`src/rtl/mau_pkg.sv`:
```
// ----------------------------------------------------------------------------
// mau_pkg
//   Shared types for the memory access unit: FSM state encoding, the latched
//   data-memory request record, and a small alignment helper.
//   No ports (package).
// ----------------------------------------------------------------------------
package mau_pkg;

    localparam int unsigned MAU_DATA_W = 32;
    localparam int unsigned MAU_ADDR_W = 32;
    localparam int unsigned MAU_LANES  = MAU_DATA_W / 8;

    typedef enum logic [1:0] {
        IDLE      = 2'd0,
        REQ       = 2'd1,
        WAIT_RESP = 2'd2
    } mau_state_e;

    typedef struct packed {
        logic [MAU_ADDR_W-1:0] addr;
        logic                  we;
        logic [MAU_LANES-1:0]  mask;
        logic [MAU_DATA_W-1:0] data;
    } mem_req_s;

    // Word accesses must sit on a 4-byte boundary; byte accesses never fault.
    function automatic logic misaligned_word(input logic is_byte, input logic [1:0] lane);
        return !is_byte && (lane != 2'b00);
    endfunction

endpackage

```
`src/rtl/mau_byte_lane.sv`:
```
// ----------------------------------------------------------------------------
// mau_byte_lane
//   Purely combinational byte-lane logic for the memory access unit.
//   Store side: builds the byte write mask and replicated write data (SB/SW).
//   Load side : selects and zero-extends one byte of the returned word (LBU)
//               or passes the full word through (LW).
// Ports
//   st_byte_i  in  store is a byte op (SB)
//   st_lane_i  in  store byte lane (addr[1:0])
//   st_data_i  in  raw store data
//   st_mask_o  out byte write enables
//   st_data_o  out lane-steered write data
//   ld_byte_i  in  load is a byte op (LBU)
//   ld_lane_i  in  load byte lane (addr[1:0])
//   ld_word_i  in  full word returned by memory
//   ld_data_o  out load result for write-back
// ----------------------------------------------------------------------------
module mau_byte_lane
    import mau_pkg::*;
(
    input  logic                  st_byte_i,
    input  logic [1:0]            st_lane_i,
    input  logic [MAU_DATA_W-1:0] st_data_i,
    output logic [MAU_LANES-1:0]  st_mask_o,
    output logic [MAU_DATA_W-1:0] st_data_o,
    input  logic                  ld_byte_i,
    input  logic [1:0]            ld_lane_i,
    input  logic [MAU_DATA_W-1:0] ld_word_i,
    output logic [MAU_DATA_W-1:0] ld_data_o
);

    // NOTE: every output of a combinational block gets a default first, so no
    // path through the block leaves it unassigned and a latch is never inferred.
    always_comb begin
        st_mask_o = '1;
        st_data_o = st_data_i;
        if (st_byte_i) begin
            st_mask_o = MAU_LANES'(1) << st_lane_i;
            // Replicating the byte into every lane lets memory pick it up
            // from whichever lane the mask enables.
            st_data_o = {MAU_LANES{st_data_i[7:0]}};
        end
    end

    always_comb begin
        ld_data_o = ld_word_i;
        if (ld_byte_i) begin
            ld_data_o = {{(MAU_DATA_W-8){1'b0}}, ld_word_i[{ld_lane_i, 3'b000} +: 8]};
        end
    end

endmodule

```
`src/rtl/mem_access_unit.sv`:
```
// ----------------------------------------------------------------------------
// mem_access_unit
//   Memory stage of the core. Takes decoded load/store/byte flags plus the
//   effective address and store data, issues one data-memory request per
//   instruction over a valid/yumi handshake, and returns load data to the
//   register file. busy_o holds the upstream pipeline until completion.
//   Misaligned word accesses and handshake timeouts raise a one-cycle err_o.
// Ports
//   clk, reset                      core clock, synchronous active-high reset
//   valid_i, is_load_op_i,
//   is_store_op_i, is_byte_op_i     instruction present + decode flags
//   addr_i, st_data_i, rd_i         effective address, store data, load dest
//   busy_o                          unit is not idle
//   req_valid_o/addr/we/mask/data   dmem request (held until req_yumi_i)
//   req_yumi_i                      dmem accepted the request
//   resp_valid_i, resp_data_i       dmem read response
//   wb_valid_o, wb_rd_o, wb_data_o  one-cycle load write-back
//   err_o                           one-cycle misalignment/timeout pulse
// ----------------------------------------------------------------------------
module mem_access_unit
    import mau_pkg::*;
#(
    parameter int unsigned DATA_W      = MAU_DATA_W,
    parameter int unsigned ADDR_W      = MAU_ADDR_W,
    parameter int unsigned RD_W        = 5,
    parameter int unsigned TIMEOUT_CYC = 255
) (
    input  logic              clk,
    input  logic              reset,
    input  logic              valid_i,
    input  logic              is_load_op_i,
    input  logic              is_store_op_i,
    input  logic              is_byte_op_i,
    input  logic [ADDR_W-1:0] addr_i,
    input  logic [DATA_W-1:0] st_data_i,
    input  logic [RD_W-1:0]   rd_i,
    output logic              busy_o,
    output logic              req_valid_o,
    output logic [ADDR_W-1:0] req_addr_o,
    output logic              req_we_o,
    output logic [3:0]        req_mask_o,
    output logic [DATA_W-1:0] req_data_o,
    input  logic              req_yumi_i,
    input  logic              resp_valid_i,
    input  logic [DATA_W-1:0] resp_data_i,
    output logic              wb_valid_o,
    output logic [RD_W-1:0]   wb_rd_o,
    output logic [DATA_W-1:0] wb_data_o,
    output logic              err_o
);

    localparam int unsigned TMR_W = $clog2(TIMEOUT_CYC + 1);
    localparam logic [TMR_W-1:0] TMR_LAST = TMR_W'(TIMEOUT_CYC);

    // ------------------------------------------------------------------
    // State
    // ------------------------------------------------------------------
    mau_state_e        state_q,     state_d;
    mem_req_s          req_q,       req_d;
    logic              req_valid_q, req_valid_d;
    logic              ld_byte_q,   ld_byte_d;
    logic [1:0]        ld_lane_q,   ld_lane_d;
    logic [RD_W-1:0]   rd_q,        rd_d;
    logic [TMR_W-1:0]  timer_q,     timer_d;
    logic              wb_valid_q,  wb_valid_d;
    logic [RD_W-1:0]   wb_rd_q,     wb_rd_d;
    logic [DATA_W-1:0] wb_data_q,   wb_data_d;
    logic              err_q,       err_d;

    // ------------------------------------------------------------------
    // Byte-lane steering
    // ------------------------------------------------------------------
    logic [3:0]        st_mask;
    logic [DATA_W-1:0] st_data;
    logic [DATA_W-1:0] ld_data;

    // Store side steers the incoming instruction; load side extracts from
    // the response using the lane captured when the load was accepted.
    mau_byte_lane u_byte_lane (
        .st_byte_i (is_byte_op_i),
        .st_lane_i (addr_i[1:0]),
        .st_data_i (st_data_i),
        .st_mask_o (st_mask),
        .st_data_o (st_data),
        .ld_byte_i (ld_byte_q),
        .ld_lane_i (ld_lane_q),
        .ld_word_i (resp_data_i),
        .ld_data_o (ld_data)
    );

    // ------------------------------------------------------------------
    // Next-state logic
    // ------------------------------------------------------------------
    logic mem_op;
    logic timed_out;

    assign mem_op    = valid_i && (is_load_op_i || is_store_op_i);
    assign timed_out = (timer_q == TMR_LAST);

    always_comb begin
        state_d     = state_q;
        req_d       = req_q;
        req_valid_d = req_valid_q;
        ld_byte_d   = ld_byte_q;
        ld_lane_d   = ld_lane_q;
        rd_d        = rd_q;
        timer_d     = timer_q;
        wb_valid_d  = 1'b0;
        wb_rd_d     = wb_rd_q;
        wb_data_d   = wb_data_q;
        err_d       = 1'b0;

        unique case (state_q)
            IDLE: begin
                if (mem_op) begin
                    if (misaligned_word(is_byte_op_i, addr_i[1:0])) begin
                        // Fault without touching memory; stay idle.
                        err_d = 1'b1;
                    end else begin
                        state_d     = REQ;
                        req_valid_d = 1'b1;
                        timer_d     = '0;
                        req_d.addr  = {addr_i[ADDR_W-1:2], 2'b00};
                        req_d.we    = is_store_op_i;
                        // Loads write nothing, so they carry an empty mask.
                        req_d.mask  = is_store_op_i ? st_mask : 4'b0000;
                        req_d.data  = is_store_op_i ? st_data : '0;
                        ld_byte_d   = is_byte_op_i;
                        ld_lane_d   = addr_i[1:0];
                        rd_d        = rd_i;
                    end
                end
            end

            REQ: begin
                // A response arriving alongside yumi belongs to no request
                // of ours yet, so it is ignored here.
                if (req_yumi_i) begin
                    req_valid_d = 1'b0;
                    timer_d     = '0;
                    state_d     = req_q.we ? IDLE : WAIT_RESP;
                end else if (timed_out) begin
                    req_valid_d = 1'b0;
                    err_d       = 1'b1;
                    state_d     = IDLE;
                end else begin
                    timer_d = timer_q + TMR_W'(1);
                end
            end

            WAIT_RESP: begin
                if (resp_valid_i) begin
                    state_d    = IDLE;
                    wb_valid_d = 1'b1;
                    wb_rd_d    = rd_q;
                    wb_data_d  = ld_data;
                end else if (timed_out) begin
                    err_d   = 1'b1;
                    state_d = IDLE;
                end else begin
                    timer_d = timer_q + TMR_W'(1);
                end
            end

            default: begin
                state_d     = IDLE;
                req_valid_d = 1'b0;
            end
        endcase
    end

    // ------------------------------------------------------------------
    // Registers
    // ------------------------------------------------------------------
    // NOTE: state is updated with non-blocking assignments so every flop
    // samples the pre-edge value of every other flop, independent of order.
    always_ff @(posedge clk) begin
        if (reset) begin
            state_q     <= IDLE;
            req_q       <= '0;
            req_valid_q <= 1'b0;
            ld_byte_q   <= 1'b0;
            ld_lane_q   <= 2'b00;
            rd_q        <= '0;
            timer_q     <= '0;
            wb_valid_q  <= 1'b0;
            wb_rd_q     <= '0;
            wb_data_q   <= '0;
            err_q       <= 1'b0;
        end else begin
            state_q     <= state_d;
            req_q       <= req_d;
            req_valid_q <= req_valid_d;
            ld_byte_q   <= ld_byte_d;
            ld_lane_q   <= ld_lane_d;
            rd_q        <= rd_d;
            timer_q     <= timer_d;
            wb_valid_q  <= wb_valid_d;
            wb_rd_q     <= wb_rd_d;
            wb_data_q   <= wb_data_d;
            err_q       <= err_d;
        end
    end

    // ------------------------------------------------------------------
    // Outputs (all taken straight from flops)
    // ------------------------------------------------------------------
    assign busy_o      = (state_q != IDLE);
    assign req_valid_o = req_valid_q;
    assign req_addr_o  = req_q.addr;
    assign req_we_o    = req_q.we;
    assign req_mask_o  = req_q.mask;
    assign req_data_o  = req_q.data;
    assign wb_valid_o  = wb_valid_q;
    assign wb_rd_o     = wb_rd_q;
    assign wb_data_o   = wb_data_q;
    assign err_o       = err_q;

endmodule

```
`config.mk`:
```
export PLATFORM = sky130hd
export DESIGN_NAME = mem_access_unit
export DESIGN_NICKNAME = d
export VERILOG_FILES = /design/src/rtl/mau_pkg.sv /design/src/rtl/mau_byte_lane.sv /design/src/rtl/mem_access_unit.sv
export SDC_FILE = /design/constraint.sdc
export NUM_CORES = 1
export LEC_CHECK = 0
export ABC_AREA = 1
export ABC_CLOCK_PERIOD_IN_PS = 1800
export BUFFER_PORTS_ARGS = -buffer_cell sky130_fd_sc_hd__buf_2
export CORE_ASPECT_RATIO = 1.25
export CORE_MARGIN = 3
export CORE_UTILIZATION = 25
export CTS_CLUSTER_DIAMETER = 120
export DETAILED_ROUTE_END_ITERATION = 6
export HOLD_SLACK_MARGIN = 0.08
export REMOVE_ABC_BUFFERS = 1
export SLEW_MARGIN = 15
export SYNTH_ARGS = -nofsm -noshare
export SYNTH_HDL_FRONTEND = slang
export SYNTH_SLANG_ARGS = --single-unit
```
`constraint.sdc`:
```
create_clock -name clk -period 1.8 [get_ports clk]
set_clock_uncertainty 0.1 [all_clocks]
set_input_delay 0.18 -clock clk [delete_from_list [all_inputs] [get_ports clk]]
set_output_delay 0.18 -clock clk [all_outputs]
set_load 0.02 [all_outputs]
```
==> metrics.csv, run 1 <==
stage;metric;value;unit
sta;hold_viol;0;
synth;synth_top_cell_by_area;dfxtp_1;
routing;drt_iter0_drc;247;
pwr;p_per_area;934;nW/um^2
routing;dr.pass1.iters;4;
synth;syn_inst;736;
clock_tree;cts-htree-levels;4;
clock_tree;cts_buffers;17;
routing;final_antenna_net_count;0;
routing;avgViaCountPerCell;4.38;
sta;finalCritPeriodShare;94.1;%
setup_path;crit_path_max_fanout;5;
sta;tns;0;ps
global_routing;grt_util_all_layers;15.6;%
pwr;peakVddDrop;0.626;mV
global_routing;grt_start_max_net_pins;54;
floorplanning;start_util;25.7;%
sta;slew_violations;0;
setup_path;crit_type;flop to output pin;
layout;layout-drive-gt1-share;26.9;%
job;maxCapViolCount;0;
clock_tree;cts_max_path_buffers;2;
setup_path;cp.required;1520;ps
floorplanning;die_area;22700;um^2
routing;drc;0;
sta;slew_headroom;60.1;%
floorplanning;die_h;168;um
min_path;holdCritPathClass;primary input to flop;
run_status;outcome;completed;
layout;final_cells;1339;
place;globalplace.congestion;0.843;
floorplanning;ios;219;
setup_path;start_kind;flop;
place;hpwl;11900;um
routing;vias;5861;
synth;synth_warnings;0;
synth;netlist_area;5220;um^2
clock_tree;cts_setup_buffers;0;
min_path;hp-start;is_load_op_i;
place;io_buffers;216;
pwr;total_leakage_power;3.92;nW
synth;synth_area_leaders;dfxtp_1 (48%), nand2_1 (21%), a21oi_1 (8.7%);
synth;synth_top_area_share;47.9;%
routing;drt-wirelength-per-cell;13.3;um
floorplanning;core_area;20300;um^2
setup_path;r2r_setup_slack;170;ps
setup_path;r2r-end;timer_q[3];
place;dp_cells;1204;
floorplanning;row_count;58;
setup_path;crit_arrival;1410;ps
sta;fmax;591;MHz
sta;worstMarginPinSlew;599;ps
layout;nets;1171;
floorplanning;dieWidth;135;um
synth;avgSynthCellArea;7.10;um^2
sta;rsz0062_at_grt;no;
layout;area_delta_synth_final;60.8;%
clock_tree;cts_root_buffer;clkbuf_16;
synth;yosys_register_bits;125;
setup_path;r2r-start;state_q[0];
clock_tree;clk_pin_slew;50;ps
clock_tree;cts_sinks;125;
synth;ys_seq_area_share;47.9;%
global_routing;grt_overflow_total;0;
setup_path;r2r_cells;10;
clock_tree;clk_latency;410;ps
global_routing;grt_pass1_vias;5886;
global_routing;grt_pass1_wl;28800;um
clock_tree;cts_tree;done;
synth;synth_cell_type_count;26;
routing;finalWirelength;17800;um
setup_path;critPathCaptureType;output pin;
sta;finalCriticalPeriod;1690;ps
min_path;hold_path_end;req_mask_o[0];
layout;diodes;0;
global_routing;antenna_found_initial;0;
min_path;whs_path_depth;5;
sta;setup-violations-final;0;
[power breakdown]
part	total [W]	internal (W)	switching (W)	leakage, nW
clock network	0.00370	0.00242	0.00128	0.302
registers	0.00294	0.00288	0.0000598	1.01
logic	0.00120	0.000525	0.000673	2.60
[metal layers]
metal / vias to the layer above / global-route usage, % / share of wire (%)
met5: - / 0 / 0
met4: 0 / 6.01 / 2.3
met3: 30 / 4.45 / 6.8
met2: 198 / 27.9 / 49
met1: 2617 / 17.4 / 41
li1: 3016 / - / -
[final cells by class]
type | instances | area, um^2
clock buffers | 21 | 470
clock inverters | 10 | 161
fillers | 2088 | 11900
inverters | 28 | 105
multi-input cells | 539 | 2420
flip-flops and latches | 125 | 2500
well taps | 270 | 338
repair buffers | 346 | 2390
[sequential cells by signal, summed over array words and instances, names as in the netlist]
name and flops:
err_o 1, ld_byte_q 1, ld_lane_q 2, rd_q 5, req_addr_o 30, req_data_o 32, req_mask_o 4, req_valid_o 1
req_we_o 1, state_q 2, timer_q 8, wb_data_o 32, wb_rd_o 5, wb_valid_o 1
[logic make-up after synthesis]
kind of cell	Yosys count	share of synthesized area, %
DFF	125	47.9
buffers and inverters	73	6.49
AOI/OAI and AO/OA	136	13.2
and+or+nand+nor	396	31.1
adders and majority gates	5	1.20
other	1	0.0718
[per-stage QoR]
step	hold WS, ps	setup slack, ps	util, %	instance area, um^2	total power (W)
2_1_floorplan	149	-649	-	4990	0.00352
3_3_place_gp	321	160	32.9	6680	0.00400
3_5_place_dp	318	125	32.9	6680	0.00401
4_1_cts	86.3	21.2	41.1	8360	0.00795
5_1_grt	131	0.669	41.3	8400	0.00824
6_report	113	107	41.3	8400	0.00784
[cell usage in the layout (no fill, tap or decap), drive strengths merged]
cell and count:
nand2 290, buf 242, dfxtp 125, dlygate4sd3 104
a21oi 91, nand3 65, o21ai 41, nor2 34
inv 26, clkbuf 21, ha 5, clkinv 5
bufinv 4, nand4 3, clkinvlp 3, nand3b 2
nor3 2, conb 2, a21boi 1, a211oi 1
a31oi 1, o21bai 1
[worst max-delay path: stages (launching register included)]
cell and delay [ps]:
dfxtp_2 360, inv_1 90, ha_4 190, buf_4 150, inv_1 70, buf_4 140
[what timing repair did]
item                                    CTS  global route
hold buffers                            104             0
gates resized for setup                   2            11
hold endpoints to repair                107             0
endpoints found under the setup margin    1            15
[synthesized netlist by cell type (all sizes together)]
| cell | n |
|---|---|
| dfxtp | 125 |
| a31oi | 1 |
| nor3 | 2 |
| buf | 21 |
| a21boi | 1 |
| o21ai | 41 |
| nand2 | 290 |
| nand3b | 2 |
| clkbuf | 24 |
| nand4 | 3 |
| conb | 1 |
| a21oi | 91 |
| o21bai | 1 |
| inv | 25 |
| nor2 | 34 |
| clkinv | 3 |
| nand3 | 65 |
| ha | 5 |
| a211oi | 1 |
[worst max path at each step]
stage	slack (ps)	from	endpoint	cells past startpoint
6_report	110	state_q[1]	busy_o	5
5_1_grt	0.7	addr_i[1]	req_data_o[15]	12
4_1_cts	20	state_q[0]	busy_o	5
3_5_place_dp	130	state_q[1]	timer_q[3]	7
3_3_place_gp	160	state_q[1]	timer_q[3]	7
2_1_floorplan	-650	state_q[0]	timer_q[2]	10
Note: power is estimated with default switching activity, not from simulation.
==> inputs of run 2 (changes only) <==
--- a/config.mk
+++ b/config.mk
@@ -14,6 +14,7 @@
 export CTS_CLUSTER_DIAMETER = 120
 export DETAILED_ROUTE_END_ITERATION = 6
 export HOLD_SLACK_MARGIN = 0.08
+export PLACE_DENSITY_LB_ADDON = 0.1
 export REMOVE_ABC_BUFFERS = 1
 export SLEW_MARGIN = 15
 export SYNTH_ARGS = -nofsm -noshare
==> metrics.csv, run 2 (synthesized netlist as in run 1, its figures left out) <==
stage;metric;value;unit;change
job;maxCapViolCount;0;;unchanged
pwr;total_leakage_power;4.00;nW;+2.2%
setup_path;r2r-start;state_q[0];;
routing;drt-wirelength-per-cell;13.6;um;+2.4%
pwr;clkPwrFrac;44.9;%;-2.3 points
pwr;seq_power_share;38.4;%;+0.9 points
floorplanning;start_util;25.7;%;unchanged
global_routing;grt_start_max_net_pins;40;;-26%
floorplanning;ios;219;;unchanged
place;io_buffers;216;;unchanged
setup_path;path_cells;inv_1, ha_4, buf_4, inv_1, buf_4;;
place;hpwl;12300;um;+3.6%
setup_path;crit_type;flop to output pin;;
pwr;pwr-share-comb;16.7;%;+1.4 points
floorplanning;die_h;168;um;unchanged
routing;finalWirelength;18500;um;+3.7%
sta;hold_viol;0;;unchanged
floorplanning;die_area;22700;um^2;unchanged
setup_path;cp.required;1520;ps;about the same
clock_tree;cts_max_path_buffers;2;;unchanged
pwr;peakVddDrop;0.621;mV;-0.80%
setup_path;critPathCapture;busy_o;;
floorplanning;dieWidth;135;um;unchanged
layout;layout_common_cells;nand2_1 (286), buf_2 (215), dfxtp_1 (124), dlygate4sd3_1 (104), a21oi_1 (89);;
pwr;fin_total_pwr;0.00765;W;-2.5%
global_routing;grt_util_all_layers;15.8;%;+0.15 points
setup_path;slowest_delay;360;ps;about the same
layout;diodes;0;;unchanged
sta;finalCritPeriodShare;96.1;%;+2.0 points
min_path;holdCritPathClass;primary input to flop;;
routing;drc;0;;unchanged
setup_path;r2r-end;err_o;;
layout;area_delta_synth_final;63.8;%;
global_routing;antenna_found_initial;0;;unchanged
layout;layout.area.seq;2500;um^2;unchanged
global_routing;grt_pass1_wl;29100;um;+1.2%
routing;dr.pass1.iters;4;;unchanged
global_routing;grt_pass1_vias;5795;;-1.5%
layout;final_common_cell;nand2_1;;
setup_path;r2r_setup_slack;160;ps;about the same
clock_tree;cts_tree;done;;
setup_path;critPathCaptureType;output pin;;
pwr;intPower;0.00558;W;-4.3%
setup_path;crit_slowest_cell;dfxtp_2;;
setup_path;start_kind;flop;;
place;dp_slack;158;ps;+32.9 ps
layout;multi_input_area;2430;um^2;+0.16%
clock_tree;cts-htree-levels;4;;unchanged
setup_path;crit_path_max_fanout;5;;unchanged
clock_tree;cts_buffers;17;;unchanged
clock_tree;clk_latency;410;ps;about the same
pwr;switching_share;27.1;%;+1.4 points
place;globalplace.congestion;0.794;;-5.8%
pwr;p_per_area;894;nW/um^2;-4.3%
floorplanning;core_area;20300;um^2;unchanged
clock_tree;clk_pin_slew;50;ps;about the same
routing;vias;5829;;-0.55%
sta;postLayoutSetupSlackWorst;70.6;ps;-36.2 ps
sta;slew_violations;0;;unchanged
setup_path;startpoint;state_q[1];;
sta;fmax;578;MHz;-2.1%
floorplanning;row_count;58;;unchanged
routing;final_antenna_net_count;0;;unchanged
run_status;outcome;completed;;
layout;fillers;2117;;+1.4%
pwr;p_sw;0.00207;W;+2.7%
clock_tree;cts_sinks;125;;unchanged
routing;drt_iter0_drc;208;;-16%
setup_path;crit_arrival;1450;ps;+40 ps
sta;finalCriticalPeriod;1730;ps;+36.2 ps
clock_tree;cts_root_buffer;clkbuf_16;;
sta;setup-violations-final;0;;unchanged
global_routing;grt_overflow_total;0;;unchanged
routing;avgViaCountPerCell;4.30;;-1.8%
layout;layout-drive-gt1-share;28.2;%;+1.2 points
setup_path;r2r_cells;6;;-4
layout;nets;1188;;+1.5%
## run 2: power by group through the flow
| stage | clock network [W] | registers, W | logic [W] |
|---|---|---|---|
| floorplan | 0 | 0.00311 | 0.000407 |
| global placement | 0 | 0.00299 | 0.00104 |
| detailed placement | 0 | 0.00300 | 0.00103 |
| CTS | 0.00355 | 0.00294 | 0.00121 |
| global route | 0.00366 | 0.00295 | 0.00142 |
| finish | 0.00343 | 0.00294 | 0.00128 |
## run 2: worst min path at each step
stage | from | cells past startpoint | slack [ps] | to
global placement | resp_data_i[16] | 3 | 320 | wb_data_o[16]
CTS | is_load_op_i | 5 | 100 | req_mask_o[0]
global route | req_yumi_i | 7 | 170 | state_q[1]
finish | req_yumi_i | 7 | 120 | state_q[1]
floorplan | reset | 1 | 150 | ld_byte_q
detailed placement | resp_data_i[29] | 3 | 320 | wb_data_o[29]
## run 2: area by class of cell
class | instances | area share (%)
repair buffers | 362 | 30.3
flip-flops and latches | 125 | 29.3
clock inverters | 12 | 1.59
multi-input cells | 540 | 28.4
inverters | 28 | 1.26
clock buffers | 19 | 5.30
well taps | 270 | 3.95
## run 2: worst max-delay path: cells and delay by family, from the launching register on
kind       cells  cell delay [ps]
fa+ha+maj      1              200
buf+inv        4              480
flops          1              360
## run 2: per-stage QoR
step,utilization [%],area (um^2),cells,hold WS [ps],TNS [ps]
finish,42.1,8550,1356,122,0
global route,42.1,8550,1356,168,-9.99
CTS,41.1,8350,1342,99.1,0
detailed placement,33.1,6720,1207,323,0
global placement,33.1,6720,1207,324,0
floorplan,-,4990,692,149,-28790
## run 2: routing by layer
metal,vias up,global-route usage (%),wire length (um)
li1,3057,-,-
met1,2578,19.1,8100
met2,175,26.4,8790
met3,19,5.68,1330
met4,0,4.30,252
met5,-,0,0
## run 2: what timing repair did
| action | CTS | global route |
|---|---|---|
| setup buffers | 0 | 10 |
| cloned | 0 | 4 |
| pin swaps | 0 | 2 |
| setup endpoints to repair | 1 | 76 |
| resized for setup | 2 | 19 |
| hold buffers | 104 | 0 |
| endpoints found under the hold margin | 106 | 0 |
==> inputs of run 3 (changes only) <==
--- a/config.mk
+++ b/config.mk
@@ -10,7 +10,7 @@
 export BUFFER_PORTS_ARGS = -buffer_cell sky130_fd_sc_hd__buf_2
 export CORE_ASPECT_RATIO = 1.25
 export CORE_MARGIN = 3
-export CORE_UTILIZATION = 25
+export CORE_UTILIZATION = 43
 export CTS_CLUSTER_DIAMETER = 120
 export DETAILED_ROUTE_END_ITERATION = 6
 export HOLD_SLACK_MARGIN = 0.08
==> metrics.csv, run 3 (synthesized netlist as in run 1, its figures left out) <==
stage;metric;value;unit;change
sta;fmax;589;MHz;+1.9%
setup_path;crit_arrival;1930;ps;+480 ps
sta;slew_headroom;58.4;%;
sta;finalCritPeriodShare;94.3;%;-1.7 points
clock_tree;cts_max_path_buffers;2;;unchanged
sta;worstMarginPinSlew;625;ps;
clock_tree;clk_latency;410;ps;about the same
pwr;peakVddDrop;0.646;mV;+4.0%
sta;setup-violations-final;0;;unchanged
setup_path;cp.required;2030;ps;+510 ps
routing;drt-wirelength-per-cell;14.0;um;+2.6%
global_routing;grt_start_max_net_pins;58;;+45%
pwr;clkPwrFrac;44.7;%;-0.2 points
pwr;switching_share;26.8;%;-0.30 points
layout;area_delta_synth_final;56.9;%;
setup_path;crit_path_max_fanout;8;;+3
pwr;fin_total_pwr;0.00750;W;-1.9%
sta;finalCriticalPeriod;1700;ps;-31.4 ps
floorplanning;row_count;44;;-24%
sta;hold_viol;0;;unchanged
routing;finalWirelength;17200;um;-6.9%
floorplanning;ios;219;;unchanged
pwr;total_leakage_power;3.88;nW;-3.0%
clock_tree;clk_pin_slew;50;ps;about the same
layout;final_common_cell;nand2_1;;
clock_tree;cts_sinks;125;;unchanged
layout;layout-drive-gt1-share;26.4;%;-1.8 points
routing;vias;6107;;+4.8%
pwr;seq_power_share;39.3;%;+0.9 points
sta;whs;143;ps;+20.8 ps
place;dp_slack;-15.2;ps;-174 ps
routing;dr.pass1.iters;5;;+1
layout;layout_common_cells;nand2_1 (288), buf_2 (216), dfxtp_1 (124), dlygate4sd3_1 (105), a21oi_1 (91);;
layout;nets;1170;;-1.5%
sta;postLayoutSetupSlackWorst;102;ps;+31.4 ps
setup_path;path_cells;inv_1, ha_4, nand4_1, dlygate4sd3_1, a21oi_1;;
layout;final_util;69.9;%;+28 points
floorplanning;core_area;11700;um^2;-42%
clock_tree;cts_root_buffer;clkbuf_16;;
place;hpwl;10800;um;-12%
clock_tree;cts-htree-levels;4;;unchanged
setup_path;crit_type;flop to flop;;
setup_path;critPathCaptureType;flop;;
min_path;holdCritPathClass;primary input to flop;;
pwr;p_sw;0.00201;W;-3.0%
setup_path;slowest_delay;590;ps;+230 ps
routing;drt_iter0_drc;271;;+30%
pwr;intPower;0.00549;W;-1.5%
global_routing;grt_pass1_wl;27700;um;-4.9%
run_status;outcome;completed;;
pwr;pwr-share-comb;16.0;%;-0.7 points
routing;final_antenna_net_count;0;;unchanged
place;globalplace.congestion;0.854;;+7.6%
floorplanning;start_util;44.5;%;+19 points
place;io_buffers;216;;unchanged
setup_path;start_kind;flop;;
global_routing;grt_pass1_vias;5899;;+1.8%
floorplanning;dieWidth;105;um;-23%
global_routing;grt_overflow_total;0;;unchanged
global_routing;grt_util_all_layers;25.0;%;+9.2 points
pwr;p_per_area;915;nW/um^2;+2.4%
routing;drc;0;;unchanged
clock_tree;cts_tree;done;;
sta;slew_violations;0;;unchanged
job;maxCapViolCount;0;;unchanged
clock_tree;cts_buffers;17;;unchanged
global_routing;antenna_found_initial;0;;unchanged
floorplanning;die_area;13500;um^2;-40%
floorplanning;die_h;129;um;-23%
routing;avgViaCountPerCell;4.97;;+16%
setup_path;crit_slowest_cell;dlygate4sd3_1;;
[run 3: cell types whose count changed in the layout (fill, tap and decap cells not counted), sizes merged]
cell / delta
inv: -1
dlygate4sd3: +1
diode: +1
buf: -16
nand2: -1
clkbuf: -2
clkinv: +1
[run 3: per-stage QoR]
stage	TNS, ps	area [um^2]	std cells
6_report	0	8190	1230
5_1_grt	-20.5	8190	1229
4_1_cts	0	8120	1226
3_5_place_dp	-15.2	6480	1090
3_3_place_gp	0	6480	1090
2_1_floorplan	-28790	4990	692
[run 3: layout make-up]
class	count	area (um^2)
flip-flops and latches	125	2510
clock inverters	12	140
fillers	942	3530
inverters	28	105
repair buffers	345	2390
multi-input cells	539	2410
clock buffers	19	443
well taps	161	201
diodes	1	2.50
[run 3: worst max-delay path, delay by kind of cell, from the launching register on]
family	cells	cell delay, ps
flops	1	350
compound gates	1	140
simple gates	1	110
buf+inv	2	710
fa+ha+maj	1	210
[run 3: what timing repair did]
action	CTS	global route
endpoints found under the hold margin	105	0
setup endpoints to repair	2	43
resized for setup	2	12
hold buffers	105	0
pin swaps	0	1
setup buffers	0	3
[run 3: layer usage]
| metal | global-route usage (%) | routed length (um) |
|---|---|---|
| met2 | 44.8 | 8820 |
| met3 | 7.97 | 1240 |
| met4 | 9.65 | 459 |
| met5 | 0 | 0 |
| met1 | 27.7 | 6680 |
[run 3: final timing paths]
path / from / endpoint / slack, ps / cells past startpoint
worst max-delay path: state_q[0] / req_mask_o[0] / 100 / 5
worst min-delay path: req_yumi_i / state_q[1] / 140 / 7
worst max register to register: state_q[0] / req_mask_o[0] / 100 / 5
worst min register to register: rd_q[1] / wb_rd_o[1] / 350 / 2
[run 3: power by group through the flow]
stage,Clock [W],Combinational [W],Sequential [W]
after floorplan,0,0.000407,0.00311
after global placement,0,0.000938,0.00300
after detailed placement,0,0.000954,0.00300
after CTS,0.00340,0.00113,0.00295
after global routing,0.00353,0.00132,0.00296
final,0.00335,0.00120,0.00295
